`src/rtl/seq_cmp_ctrl.sv`:
```
// Multi-cycle magnitude comparator. It scans CHUNK-bit slices of the operands MSB-first
// and stops at the first slice that differs.
module seq_cmp_ctrl #(
   parameter int unsigned WIDTH = 32,
   parameter int unsigned CHUNK = 4
) (
   input  logic                                          CLK,
   input  logic                                          ARST,
   input  logic                                          IN_VALID,
   output logic                                          IN_READY,
   input  logic [WIDTH-1:0]                              A,
   input  logic [WIDTH-1:0]                              B,
   input  logic                                          SIGNED,
   input  logic [1:0]                                    OP,
   output logic                                          OUT_VALID,
   input  logic                                          OUT_READY,
   output logic                                          Y,
   output logic [$clog2((WIDTH+CHUNK-1)/CHUNK+1)-1:0]    NCMP
);

   localparam int unsigned NCHUNK = (WIDTH + CHUNK - 1) / CHUNK;
   localparam int unsigned EXTW   = NCHUNK * CHUNK;
   localparam int unsigned NW     = $clog2(NCHUNK + 1);
   localparam int unsigned IW     = (NCHUNK > 1) ? $clog2(NCHUNK) : 1;

   typedef enum logic [1:0] {
      IDLE = 2'd0,
      RUN  = 2'd1,
      DONE = 2'd2
   } state_t;

   state_t            state_q, state_d;
   logic [EXTW-1:0]   opa_q, opa_d, opb_q, opb_d;
   logic              ci_q, ci_d;
   logic [IW-1:0]     idx_q, idx_d;
   logic [NW-1:0]     ncmp_q, ncmp_d;
   logic              y_q, y_d;
   logic              in_ready_q, out_valid_q;

   logic [EXTW-1:0]   ext_a, ext_b;
   logic [CHUNK-1:0]  chunk_a, chunk_b;
   logic              chunk_ne, last_chunk;

   // Sign/zero-extend to a whole number of chunks. For signed operands the MSB is
   // flipped so that an unsigned compare gives the two's-complement order.
   function automatic logic [EXTW-1:0] extend(input logic [WIDTH-1:0] v, input logic sgn);
      logic [EXTW-1:0] r;
      r             = {EXTW{sgn & v[WIDTH-1]}};
      r[WIDTH-1:0]  = v;
      r[EXTW-1]     = r[EXTW-1] ^ sgn;
      return r;
   endfunction

   assign ext_a      = extend(A, SIGNED);
   assign ext_b      = extend(B, SIGNED);
   assign chunk_a    = opa_q[EXTW-1 -: CHUNK];
   assign chunk_b    = opb_q[EXTW-1 -: CHUNK];
   assign chunk_ne   = (chunk_a != chunk_b);
   assign last_chunk = (idx_q == '0);

   // State register
   always_ff @(posedge CLK or posedge ARST) begin
      if (ARST) state_q <= IDLE;
      else      state_q <= state_d;
   end

   // Next-state logic
   always_comb begin
      state_d = state_q;
      case (state_q)
         IDLE:    if (IN_VALID)                 state_d = RUN;
         RUN:     if (chunk_ne || last_chunk)   state_d = DONE;
         DONE:    if (OUT_READY)                state_d = IDLE;
         default:                               state_d = IDLE;
      endcase
   end

   // Datapath and result next values. lt/le are turned into gt/ge by swapping the
   // operands, and ci supplies the answer when every chunk compares equal.
   always_comb begin
      opa_d  = opa_q;
      opb_d  = opb_q;
      ci_d   = ci_q;
      idx_d  = idx_q;
      ncmp_d = ncmp_q;
      y_d    = y_q;
      case (state_q)
         IDLE: begin
            if (IN_VALID) begin
               opa_d  = OP[1] ? ext_a : ext_b;
               opb_d  = OP[1] ? ext_b : ext_a;
               ci_d   = OP[0];
               idx_d  = IW'(NCHUNK - 1);
               ncmp_d = '0;
               y_d    = 1'b0;
            end
         end
         RUN: begin
            ncmp_d = ncmp_q + NW'(1);
            if (chunk_ne) begin
               y_d = (chunk_a > chunk_b);
            end else if (last_chunk) begin
               y_d = ci_q;
            end else begin
               idx_d = idx_q - IW'(1);
               opa_d = opa_q << CHUNK;
               opb_d = opb_q << CHUNK;
            end
         end
         default: ;
      endcase
   end

   // Datapath and output registers
   always_ff @(posedge CLK or posedge ARST) begin
      if (ARST) begin
         opa_q       <= '0;
         opb_q       <= '0;
         ci_q        <= 1'b0;
         idx_q       <= '0;
         ncmp_q      <= '0;
         y_q         <= 1'b0;
         in_ready_q  <= 1'b1;
         out_valid_q <= 1'b0;
      end else begin
         opa_q       <= opa_d;
         opb_q       <= opb_d;
         ci_q        <= ci_d;
         idx_q       <= idx_d;
         ncmp_q      <= ncmp_d;
         y_q         <= y_d;
         in_ready_q  <= (state_d == IDLE);
         out_valid_q <= (state_d == DONE);
      end
   end

   assign IN_READY  = in_ready_q;
   assign OUT_VALID = out_valid_q;
   assign Y         = y_q;
   assign NCMP      = ncmp_q;

endmodule
```
`config.mk`:
```
export PLATFORM = sky130hd
export DESIGN_NAME = seq_cmp_ctrl
export DESIGN_NICKNAME = d
export VERILOG_FILES = /design/src/rtl/seq_cmp_ctrl.sv
export SDC_FILE = /design/constraint.sdc
export NUM_CORES = 1
export LEC_CHECK = 0
export BUFFER_PORTS_ARGS = -buffer_cell sky130_fd_sc_hd__buf_4
export CAP_MARGIN = 25
export CORE_ASPECT_RATIO = 1.5
export CORE_MARGIN = 8
export CORE_UTILIZATION = 55
export CTS_CLUSTER_DIAMETER = 150
export DETAILED_ROUTE_END_ITERATION = 8
export HOLD_SLACK_MARGIN = 0.02
export PLACE_DENSITY = 0.8
export SETUP_SLACK_MARGIN = 0.05
export SLEW_MARGIN = 10
export SYNTH_ARGS = -nofsm -noshare
export SYNTH_HDL_FRONTEND = slang
export SYNTH_SLANG_ARGS = --single-unit
```
`constraint.sdc`:
```
create_clock -name CLK -period 2.5 [get_ports CLK]
set_clock_uncertainty 0.1 [all_clocks]
set_input_delay 0.125 -clock CLK [delete_from_list [all_inputs] [get_ports CLK]]
set_output_delay 0.125 -clock CLK [all_outputs]
set_load 0.05 [all_outputs]
```
==> out/results.ini <==
[run_status]
outcome=completed

[synth]
ys.flop_type=dfrtp_1
synth_seq_cells=77
yosys_warnings=0
ys_seq_area_frac=0.481
async_flop_share=1.00
synth_cell_types=38
syn_nets=436
syn_area_per_cell_um2=11.2
syn_area_um2=4010
synth_edf_count=0
syn_inst=358

[sta]
slew_headroom=0.557
rsz0062_at_grt=no
tightest_slew_ns=0.665
hold_violations=0
max_freq_mhz=449
fin_crit_ns=2.23
fin_tns_setup_ns=0
min_period_over_period=0.892
setup_violations=0
slew_viol_final=0

[detailed_routing]
drt_iter0_drc=205
drtAntennaViolNets=0
drcViolationCount=0
firstDrtPassIters=4
num_vias=3153
routed_wl_mm=9.24
wl_per_cell_um=17.7
routed_via_density=6.04

[pwr]
p_int_w=0.00323
p_seq_frac=0.443
power_density_nw_per_um2=1010
max-vdd-ir-drop_mv=0.498
power_switching_w=0.00181
leakage_nw=2.26
p_sw_frac=0.359
combPwrFrac=0.374
p_clk_frac=0.183
finalPower_w=0.00505

[worst_setup_path]
slowest_stage=or3_2
worstPathMaxFanout=68
cp-start-kind=flop
worstPathRequired_ns=2.62
critPathArrivalTime_ns=2.35
path_cells=ha_1, nand4_1, or3_2, buf_4, o221a_2
slowest_delay_ns=0.45
cp-end-kind=flop
setup.worst_path.class=flop to flop

[die]
design.die.area_um2=10300
initial_utilization=0.562
die_w_um=85.7
core_region_area_um2=7130
rows=38
io_pins=78
fp.dieH_um=121

[final_layout]
multi_input_area_um2=1920
drive_gt1_frac=0.351
fillers=534
syn_to_final_growth_pct=24.2
regArea_um2=1930
n_antenna_cell=0
nets=515

[clock_network]
cts_setup_buffers=0
cts_tree=built
cts_root_buffer=clkbuf_8
numCtsBuffers=9
worst_skew_pair.late_latency_ns=0.34
ctsResizeCount=0
clkSinkCount=77
cts_buffer_depth=2
ctsHtreeMaxLevel=3
clk_pin_slew_ns=0.08

[global_route]
grt_pass1_wl_mm=15.2
grt_use_total=0.187
antenna_found_initial=0
grt_pass1_vias=3225
grt_max_degree=74
grt-ovfl-total=0

[run]
maxCapViolations=0

[hold_path]
worstHoldPathType=primary input to flop

[placed_design]
routabilityCongestion=0.775
portBuffers=77
dpl.hpwl_mm=6.48

## power by group through the flow
stage	logic, W	registers, W	clock network [W]
after CTS	0.00191	0.00223	0.000937
after floorplan	0.00133	0.00220	0
after detailed placement	0.00190	0.00223	0
after global routing	0.00210	0.00229	0.00100
final	0.00189	0.00224	0.000922
after global placement	0.00180	0.00222	0
## cell type report
cell class | count | area share
clock buffer | 9 | 0.0249
clock inverter | 7 | 0.0153
inverter | 8 | 0.00603
multi-input combinational | 244 | 0.386
sequential | 77 | 0.387
tap | 80 | 0.0201
timing repair buffer | 97 | 0.160
## cell usage in the layout, fill, tap and decap left out, types with 2 or more instances in the layout
cell,instances
a31oi_1,4
buf_12,3
buf_4,81
clkbuf_8,9
clkinvlp_4,5
dfrtp_1,76
dlygate4sd3_1,13
ha_1,7
inv_1,7
mux2_2,3
mux2i_1,61
nand2_1,59
nand2b_1,2
nand3_1,12
nand4_1,3
nor2_1,2
nor2b_1,4
o21ai_0,15
o221a_1,5
o221a_2,46
o22ai_1,3
## layer usage
layer,share of wire,global-route usage,vias up
li1,-,-,1509
met3,0.040,0.0455,14
met5,0,0,-
met2,0.53,0.323,71
met1,0.41,0.216,1559
met4,0.023,0.0782,0
## stage by stage
stage	instances	area [um^2]	utilization	hold slack (ns)	setup WS, ns
3_3_place_gp	493	4650	0.652	-0.0865	0.340
5_1_grt	522	4980	0.698	0.0481	0.113
3_5_place_dp	493	4650	0.652	-0.0806	0.293
4_1_cts	521	4970	0.697	0.0205	0.277
6_report	522	4980	0.698	0.0466	0.271
2_1_floorplan	358	4010	-	0.130	0.310
## synth_stat cells (2+ instances only)
library cell	count	share of area
buf_6	2	0.0056
mux2i_1	61	0.15
clkbuf_1	11	0.010
inv_1	8	0.0075
o221a_1	5	0.014
o21ai_0	15	0.019
nand3_1	12	0.015
ha_1	7	0.022
mux2_2	3	0.0084
a31oi_1	4	0.0062
nand2_1	59	0.055
nor2_1	2	0.0019
o221a_2	46	0.13
o22ai_1	3	0.0047
buf_2	16	0.020
nor2b_1	4	0.0062
dfrtp_1	76	0.47
nand2b_1	2	0.0031
nand4_1	3	0.0047
## final timing paths
check | start | slack, ns | cells past startpoint | to
setup / recovery | opa_q[30] | 0.27 | 5 | opa_q[14]
hold / removal | B[3] | 0.05 | 3 | opa_q[3]
setup reg to reg | opa_q[30] | 0.27 | 5 | opa_q[14]
hold reg to reg | idx_q[0] | 0.37 | 1 | idx_q[0]
max in group asynchronous | ARST | 1.57 | 4 | IN_READY
min in group asynchronous | ARST | 0.11 | 3 | opa_q[0]
## what timing repair did
action | CTS | global route
hold buffers | 12 | 1
setup endpoints to repair | 0 | 0
hold endpoints to repair | 85 | 1
## registers in the layout (all words and copies together) (netlist names)
register / cells
opa_q: 32
Y: 1
opb_q: 32
IN_READY: 1
idx_q: 3
ci_q: 1
state_q: 2
OUT_VALID: 1
NCMP: 4
## cells by family after synthesis
group	after synthesis	share of synthesized area
buffers and inverters	37	0.0434
DFF	77	0.481
and+or+nand+nor	86	0.0930
AOI/OAI and AO/OA	85	0.196
muxes	64	0.161
xor gates and xnor gates	2	0.00437
adders and majority gates	7	0.0218
## critical path, delay by kind of cell (launching register included)
family | cells | cell delay [ns]
adder cells (fa/ha/maj) | 1 | 0.33
buffers and inverters | 1 | 0.33
AO/OA/AOI/OAI | 1 | 0.36
flip-flops | 1 | 0.39
AND/OR/NAND/NOR | 2 | 0.57
No activity file was read; power rests on OpenSTA's default activity.
